File: config.mk
export PLATFORM = sky130hd
export DESIGN_NAME = ifetch_queue
export DESIGN_NICKNAME = d
export VERILOG_FILES = /design/src/rtl/mips_pkg.sv /design/src/rtl/ifetch_entry_ram.sv /design/src/rtl/ifetch_queue_chk.sv /design/src/rtl/ifetch_queue.sv
export SDC_FILE = /design/constraint.sdc
export NUM_CORES = 1
export LEC_CHECK = 0
export BUFFER_PORTS_ARGS = -buffer_cell sky130_fd_sc_hd__buf_2
export CAP_MARGIN = 20
export CORE_ASPECT_RATIO = 0.8
export CORE_MARGIN = 4
export CORE_UTILIZATION = 30
export CTS_CLUSTER_DIAMETER = 40
export DETAILED_ROUTE_END_ITERATION = 16
export PLACE_DENSITY = 0.51
export SLEW_MARGIN = 0
export SYNTH_ARGS = -nofsm -noshare
export SYNTH_HDL_FRONTEND = slang
export SYNTH_SLANG_ARGS = --single-unit
export TNS_END_PERCENT = 20
File: constraint.sdc
create_clock -name Clk -period 3 [get_ports Clk]
set_input_delay 0.6 -clock Clk [delete_from_list [all_inputs] [get_ports Clk]]
set_output_delay 0.6 -clock Clk [all_outputs]
set_load 0.01 [all_outputs]
File: src/rtl/mips_pkg.sv
// Shared definitions for the MIPS core front end: default datapath widths,
// the reset PC and the fetch-queue entry layout.
package mips_pkg;

   localparam int DEF_AW = 32;
   localparam int DEF_DW = 32;

   localparam logic [31:0] RESET_PC = 32'h0000_3000;

   typedef struct packed {
      logic [DEF_AW-1:0] pc;
      logic [DEF_DW-1:0] data;
      logic              filled;
   } fetch_entry_t;

endpackage

File: src/rtl/ifetch_entry_ram.sv
// Fetch-queue storage: one register per entry field, written by an allocate
// port (address) and a fill port (instruction), read at the head index.
module ifetch_entry_ram #(
   parameter int DEPTH = 4,
   parameter int AW    = 32,
   parameter int DW    = 32,
   parameter int IW    = $clog2(DEPTH)
) (
   input  logic          clk,
   input  logic          rst_n,
   input  logic          clear,
   input  logic          alloc_en,
   input  logic [IW-1:0] alloc_idx,
   input  logic [AW-1:0] alloc_pc,
   input  logic          fill_en,
   input  logic [IW-1:0] fill_idx,
   input  logic [DW-1:0] fill_data,
   input  logic [IW-1:0] rd_idx,
   output logic [AW-1:0] rd_pc,
   output logic [DW-1:0] rd_data,
   output logic          rd_filled
);

   logic [AW-1:0]    pc_q   [DEPTH];
   logic [AW-1:0]    pc_d   [DEPTH];
   logic [DW-1:0]    data_q [DEPTH];
   logic [DW-1:0]    data_d [DEPTH];
   logic [DEPTH-1:0] filled_q;
   logic [DEPTH-1:0] filled_d;

   // Per-entry next state; clear only drops the filled flags, stale fields stay visible
   always_comb begin
      for (int i = 0; i < DEPTH; i++) begin
         pc_d[i]     = (alloc_en && (alloc_idx == IW'(i))) ? alloc_pc : pc_q[i];
         data_d[i]   = (fill_en && (fill_idx == IW'(i))) ? fill_data : data_q[i];
         filled_d[i] = clear ? 1'b0 :
                       (alloc_en && (alloc_idx == IW'(i))) ? 1'b0 :
                       (fill_en && (fill_idx == IW'(i))) ? 1'b1 : filled_q[i];
      end
   end

   // Entry registers
   always_ff @(posedge clk or negedge rst_n) begin
      if (!rst_n) begin
         pc_q     <= '{default: '0};
         data_q   <= '{default: '0};
         filled_q <= '0;
      end else begin
         pc_q     <= pc_d;
         data_q   <= data_d;
         filled_q <= filled_d;
      end
   end

   assign rd_pc     = pc_q[rd_idx];
   assign rd_data   = data_q[rd_idx];
   assign rd_filled = filled_q[rd_idx];

endmodule

File: src/rtl/ifetch_queue_chk.sv
// Simulation checker for the instruction-memory response protocol.
module ifetch_queue_chk #(
   parameter int CW = 3
) (
   input logic          clk,
   input logic          rst_n,
   input logic          rvalid,
   input logic [CW-1:0] pend,
   input logic [CW-1:0] drop
);

   // Every response must match either a pending fetch or one marked for discard
   a_no_orphan_rsp: assert property (@(posedge clk) disable iff (!rst_n)
      rvalid |-> ((pend != '0) || (drop != '0)))
      else $error("ifetch_queue: response with nothing outstanding");

endmodule

File: src/rtl/ifetch_queue.sv
// Instruction-fetch queue: issues PC values to instruction memory, pairs the
// in-order read data with its address and presents it to decode.
module ifetch_queue import mips_pkg::*; #(
   parameter int DEPTH = 4,
   parameter int AW    = DEF_AW,
   parameter int DW    = DEF_DW
) (
   input  logic          Clk,
   input  logic          ReSet_n,
   input  logic          PcValid,
   input  logic [AW-1:0] PC,
   output logic          PcReady,
   input  logic          Flush,
   output logic          ImemReq,
   output logic [AW-1:0] ImemAddr,
   input  logic          ImemGnt,
   input  logic          ImemRvalid,
   input  logic [DW-1:0] ImemRdata,
   output logic          InstrValid,
   output logic [DW-1:0] Instr,
   output logic [AW-1:0] InstrPC,
   input  logic          InstrReady
);

   localparam int             IW      = $clog2(DEPTH);
   localparam int             CW      = IW + 1;
   localparam logic [CW-1:0]  DEPTH_C = CW'(DEPTH);

   logic [IW-1:0] head_q, head_d, fill_q, fill_d, tail_q, tail_d;
   logic [CW-1:0] occ_q, occ_d, pend_q, pend_d, drop_q, drop_d;
   logic [CW-1:0] drop_sum_s;

   logic          req_s, grant_s, resp_fill_s, resp_drop_s, valid_s, pop_s;
   logic [AW-1:0] rd_pc_s;
   logic [DW-1:0] rd_data_s;
   logic          rd_filled_s;

   // Handshake decode; occ is used before any same-cycle pop, so a full queue never bypasses
   always_comb begin
      req_s       = ReSet_n & PcValid & ~Flush & (drop_q == '0) & (occ_q < DEPTH_C);
      grant_s     = req_s & ImemGnt;
      resp_fill_s = ImemRvalid & ~Flush & (drop_q == '0) & (pend_q != '0);
      resp_drop_s = ImemRvalid & (drop_q != '0);
      valid_s     = rd_filled_s & (occ_q != '0) & ~Flush;
      pop_s       = valid_s & InstrReady;
   end

   // Pointer and counter update; a flush turns everything in flight into discards
   always_comb begin
      drop_sum_s = drop_q + pend_q;
      if (Flush) begin
         head_d = '0;
         fill_d = '0;
         tail_d = '0;
         occ_d  = '0;
         pend_d = '0;
         drop_d = drop_sum_s - CW'(ImemRvalid && (drop_sum_s != '0));
      end else begin
         head_d = head_q + IW'(pop_s);
         fill_d = fill_q + IW'(resp_fill_s);
         tail_d = tail_q + IW'(grant_s);
         occ_d  = occ_q + CW'(grant_s) - CW'(pop_s);
         pend_d = pend_q + CW'(grant_s) - CW'(resp_fill_s);
         drop_d = drop_q - CW'(resp_drop_s);
      end
   end

   // Queue control registers
   always_ff @(posedge Clk or negedge ReSet_n) begin
      if (!ReSet_n) begin
         head_q <= '0;
         fill_q <= '0;
         tail_q <= '0;
         occ_q  <= '0;
         pend_q <= '0;
         drop_q <= '0;
      end else begin
         head_q <= head_d;
         fill_q <= fill_d;
         tail_q <= tail_d;
         occ_q  <= occ_d;
         pend_q <= pend_d;
         drop_q <= drop_d;
      end
   end

   ifetch_entry_ram #(
      .DEPTH (DEPTH),
      .AW    (AW),
      .DW    (DW),
      .IW    (IW)
   ) u_ram (
      .clk       (Clk),
      .rst_n     (ReSet_n),
      .clear     (Flush),
      .alloc_en  (grant_s),
      .alloc_idx (tail_q),
      .alloc_pc  (PC),
      .fill_en   (resp_fill_s),
      .fill_idx  (fill_q),
      .fill_data (ImemRdata),
      .rd_idx    (head_q),
      .rd_pc     (rd_pc_s),
      .rd_data   (rd_data_s),
      .rd_filled (rd_filled_s)
   );

   ifetch_queue_chk #(.CW(CW)) u_chk (
      .clk    (Clk),
      .rst_n  (ReSet_n),
      .rvalid (ImemRvalid),
      .pend   (pend_q),
      .drop   (drop_q)
   );

   assign ImemReq    = req_s;
   assign ImemAddr   = PC;
   assign PcReady    = grant_s;
   assign InstrValid = valid_s;
   assign Instr      = rd_data_s;
   assign InstrPC    = rd_pc_s;

endmodule

== Word level (Yosys, flattened, before mapping) ==
Index checks and enable logic that the tools add are counted.

* Register bits after elaboration: 275
* Memories kept: 0
* Output and inout port bits: 99
* Input bits: 71
* RAM bits: 0
* Latch bits: 0
* Memory bits (read-only): 0
* Word-level logic and storage cells: 97

* Order comparisons: 3
* Add/sub/neg operators: 10
* Bitwise gates (word level): 14
* Shift operators: 0
* Divide/modulo/power cells: 0
* Mux-type cells: 26
* Reduce and logical (&&, ||, !) cells: 20
* Multiply operators: 0
* Equal/unequal tests: 6

{| class="wikitable"
|+ Operators with widths
! kind !! count
|-
| binary-select mux 32 bit (select 2 bit) || 2
|-
| 2-to-1 mux 32 bit || 4
|-
| nonzero test 3 bit || 8
|-
| 2-to-1 mux 1 bit || 13
|-
| bitwise AND 1 bit || 12
|-
| subtractor 3 x 1 -> 3 bit || 4
|-
| logical AND 1 bit || 9
|-
| 2-to-1 mux 3 bit || 3
|-
| == test 2 bit, second input constant || 4
|-
| adder 2 x 1 -> 2 bit || 3
|-
| adder 3 x 1 -> 3 bit || 2
|-
| 2-to-1 mux 2 bit || 3
|-
| == test 2 x 1 -> 1 bit, second input constant || 2
|-
| logical NOT 2 bit || 2
|-
| adder 3 bit || 1
|-
| >= comparator 3 bit, second input constant || 1
|-
| logical NOT 3 bit || 1
|-
| < comparator 2 x 3 -> 1 bit, second input constant || 1
|-
| < comparator 3 bit, second input constant || 1
|-
| inverter 2 -> 3 bit || 1
|-
| binary-select mux 1 bit (select 2 bit) || 1
|-
| inverter 1 bit || 1
|}

== Longest topological paths before layout ==
* Word-level depth: 8
* Depth in mapped cells: 12
* Depth with buffers taken out: 11

== By module ==
A second synthesis with hierarchy kept.

* Cells, all modules: 757
* Area total of the unflattened synthesis: 12,410.7 um^2

{| class="wikitable"
|+ By module, submodules not included
! module !! area each (um^2) !! sequential area each (um^2) !! cells an instance !! instances
|-
| ifetch_entry_ram || 11,203.2 || 6,506.2 || 638 || 1
|-
| ifetch_queue || 1,207.4 || 375.4 || 119 || 1
|}

== Worst setup path before layout ==
Ideal clock, no wire load.

* Path type: input to register
* Start: in Flush
* End: reg occ_q[2]
* Stages: 9
* Path buffers: 1
* Setup time: 86 ps
* Slack: 340 ps
* Required time: 2,914 ps
* Data arrival time: 2,574 ps
* Path through: or4_1 > buf_2 > nor2_1 > ha_1 > inv_1 > fa_1 > xor2_1 > and2_1 > nor3_1

* Word-level cells in the longest chain between the ends: 8
* Elaborated cells on any way between the ends: 10
* Those cells by class: add/sub: 2; mux: 1; bitwise: 7

{| class="wikitable"
|+ Ends and longest elaborated chain
! item !! RTL line !! text
|-
| start, declared || ifetch_queue.sv:13 || <nowiki>input logic Flush,</nowiki>
|-
| inverter 1 bit || ifetch_queue.sv:40 || <nowiki>req_s = ReSet_n & PcValid & ~Flush & (drop_q == '0) & (occ_q < DEPTH_C);</nowiki>
|-
| bitwise AND 1 bit (3 in series) || ifetch_queue.sv:40 ||
|-
| bitwise AND 1 bit || ifetch_queue.sv:41 || <nowiki>grant_s = req_s & ImemGnt;</nowiki>
|-
| named net PcReady || ifetch_queue.sv:12 || <nowiki>output logic PcReady,</nowiki>
|-
| adder 3 x 1 -> 3 bit || ifetch_queue.sv:62 || <nowiki>occ_d = occ_q + CW'(grant_s) - CW'(pop_s);</nowiki>
|-
| subtractor 3 x 1 -> 3 bit || ifetch_queue.sv:62 ||
|-
| 2-to-1 mux 3 bit || ifetch_queue.sv:51 || <nowiki>if (Flush) begin</nowiki>
|-
| named net occ_d[2] || ifetch_queue.sv:30 || <nowiki>logic [CW-1:0] occ_q, occ_d, pend_q, pend_d, drop_q, drop_d;</nowiki>
|-
| end signal, assigned || ifetch_queue.sv:74 || <nowiki>occ_q <= '0;</nowiki>
|-
| end signal, assigned || ifetch_queue.sv:81 || <nowiki>occ_q <= occ_d;</nowiki>
|-
| end, declared || ifetch_queue.sv:30 ||
|}

The timed path passes the listed nets, and every way through them passes these cells.
A chain may end at the register's enable or synchronous reset.

== Final worst setup path ==
* Start: in ReSet_n
* End: out PcReady

* Word-level cells in the longest chain between the ends: 5

{| class="wikitable"
|+ Ends and longest elaborated chain
! item !! RTL line !! text
|-
| start, declared || ifetch_queue.sv:9 || <nowiki>input logic ReSet_n,</nowiki>
|-
| bitwise AND 1 bit (4 in series) || ifetch_queue.sv:40 ||
|-
| bitwise AND 1 bit || ifetch_queue.sv:41 ||
|-
| end, declared || ifetch_queue.sv:12 ||
|}

No other way between the ends.

==> run metrics <==
CTS H-tree depth=2; CP Max Fanout=16; Worst Path Required=2400 ps; post-synthesis sequential area ratio=0.551; proportion of layout cells with a drive suffix above 1=0.625; CTS buffer count=48; met2 WL=13.1 mm; met1 wire length=14.1 mm; Async SR Flop Fraction=1.00; Post-CTS Setup Bufs=0; cell count after synthesis=762; Vias=7025; Worst Path Arrival=2240 ps; Slew HR=0.432; GRT Overall Usage=0.133; slowest stage delay, CP=560 ps; slew at the pin closest to its max-slew limit=851 ps; CP startpoint kind=input port; Worst setup EP type=output pin; Hold WC Path Type=in2reg; Nets=1012; fin crit period=2840 ps; yosys warns=0; Post-route DRC=0; Final WS setup=159 ps; Hold Fails Final Rpt=0; TritonCTS clock tree=done; synth top area cells=dfrtp_1, mux2_2, mux4_2; DIE AREA=45000 µm²; Chip Height=191 µm; Final HPWL DP=16.6 mm; syn_area_per_cell=16.4 µm²; Initial DRC Count=234; Net Count, Synth=848; register bit total from synthesis=275; Crit-path slowest cell=dlygate4sd3_1; n_diodes=0; largest net degree at the start of global routing=140; Layout Area Growth over Synthesis=24.7%; number of antenna violations at the first check in global routing=1; Slew Viols, Final=0; DRT antenna net count=0; unique cell type count in the Yosys netlist=40; Mapped Area=12500 µm²; status=complete, no violations; Final Skew=12.4 ps; fill count=3830; GRT overflow=0; Crit Path Class=in2out; Clock Latency Late Sink=570 ps; post-synth top area share=0.551; DRT Pass-1 Iters=4; GPL Wtd Cong=0.706; Core Rows=66; P per Cell Area=674 nW/µm²; Fin Setup TNS=0 ps; DR WL/cell=19.4 µm; clock root buffer=clkbuf_16; highest metal used=met5; number of synthesized flops with an enable pin=0; Synth Flop Type=dfrtp_1; vias in the first global route=7723; Clock Path Buffers=3; Sink Count=275; RSZ-0062 raised after global routing=false; pre-CTS setup slack=196 ps; Clock transition at path regs=50 ps; dominant cell type by area after synthesis=dfrtp_1; Max Clock Freq=352 MHz; PortBufs=169; Finish-stage setup viols=0; WL met3=1.46 mm; # IOs=170; routed vias/inst=4.66; final WL=29.3 mm; Die X=236 µm; Leak Pwr=7.69 nW; worst path cell trace=dlygate4sd3_1, buf_8, nand4b_1, nor2_1, buf_4, buf_2; Starting Density=0.306; final period utilization=0.947; VDD IR-drop max=0.375 mV; max cap viols=0; first-pass GRT wire length=46.4 mm; Core Region=40900 µm²; Reg area=6890 µm²; multi-input logic area=5130 µm²
## power breakdown
| part | leakage, nW | internal [W] | switching (W) |
|---|---|---|---|
| Clock | 0.763 | 0.00336 | 0.00205 |
| Sequential | 3.80 | 0.00391 | 0.000114 |
| Combinational | 3.13 | 0.000545 | 0.000509 |
## per-stage QoR
| step | total power (W) | hold slack, ps | instance area, µm² | util | std cells |
|---|---|---|---|---|---|
| final | 0.0105 | 300 | 15600 | 0.381 | 1509 |
| after global routing | 0.0110 | 269 | 15600 | 0.381 | 1509 |
| after CTS | 0.0107 | 255 | 15600 | 0.381 | 1509 |
| after detailed placement | 0.00516 | 428 | 13900 | 0.340 | 1418 |
| after global placement | 0.00515 | 429 | 13900 | 0.340 | 1418 |
| after floorplan | 0.00468 | 304 | 12500 | - | 762 |
## cells by family after synthesis
kind of cell	share of synthesized area
adders and majority gates	0.0168
muxes	0.358
AOI/OAI and AO/OA	0.00601
DFF	0.551
buffers and inverters	0.0414
and+or+nand+nor	0.0183
xor gates and xnor gates	0.00821
## layout by cell type, fill, tap and decap left out, drive strengths merged, types with 3 or more instances in the layout
cell type / n
dfrtp: 275
mux2: 256
buf: 189
mux4: 65
clkbuf: 55
inv: 25
ha: 12
nor2: 11
clkinvlp: 11
clkinv: 11
xnor2: 6
nor2b: 5
nor3: 5
nor4: 4
xor2: 3
fa: 3
bufinv: 3
## area by class of cell
type / count / share of cell area
sequential: 275 / 0.442
multi-input combinational: 394 / 0.329
clock buffer: 55 / 0.0814
timing repair buffer: 191 / 0.0766
tap: 544 / 0.0437
clock inverter: 34 / 0.0230
inverter: 16 / 0.00386
## worst max-delay path: cells and delay by family
family                 cells  cell delay [ps]
AND/OR/NAND/NOR            2              570
buffers and inverters      4             1050
## per-layer routing
layer | up-vias | global-route usage
met5 | - | 0
met4 | 2 | 0.0449
met3 | 43 | 0.0330
met2 | 145 | 0.197
met1 | 3699 | 0.191
li1 | 3136 | -
## state kept, by name (all words and copies together) (netlist names)
| register | cells |
|---|---|
| u_ram.filled_q | 4 |
| drop_q | 3 |
| occ_q | 3 |
| fill_q | 2 |
| head_q | 2 |
| pend_q | 3 |
| u_ram.pc_q | 128 |
| u_ram.data_q | 128 |
| tail_q | 2 |
## synth_stat cells, drive strengths merged, types with 2 or more instances
master and instances:
nor2 11, inv 16, xnor2 6, clkbuf 10, buf 67, and4 2
xor2 3, and2 2, nor2b 5, nor4 4, nand2 2, mux2i 2
or4 2, nor3 5, mux4 65, fa 3, dfrtp 275, ha 12
mux2 256
## path summary, 6_finish.rpt
kind	start	to	slack (ps)	cells past startpoint
max in group asynchronous	ReSet_n	u_ram.pc_q[68]	1530	3
hold / removal	ImemRdata[29]	u_ram.data_q[93]	300	2
hold reg to reg	u_ram.data_q[93]	u_ram.data_q[93]	480	1
min in group asynchronous	ReSet_n	u_ram.data_q[61]	440	2
setup reg to reg	head_q[0]	occ_q[2]	230	11
setup / recovery	ReSet_n	PcReady	160	6
## repair_timing
item,CTS,global route
hold endpoints to repair,11,0
resized for setup,1,0
hold buffers,1,0
endpoints found under the setup margin,5,0
Power figures use the tool's default switching activity.
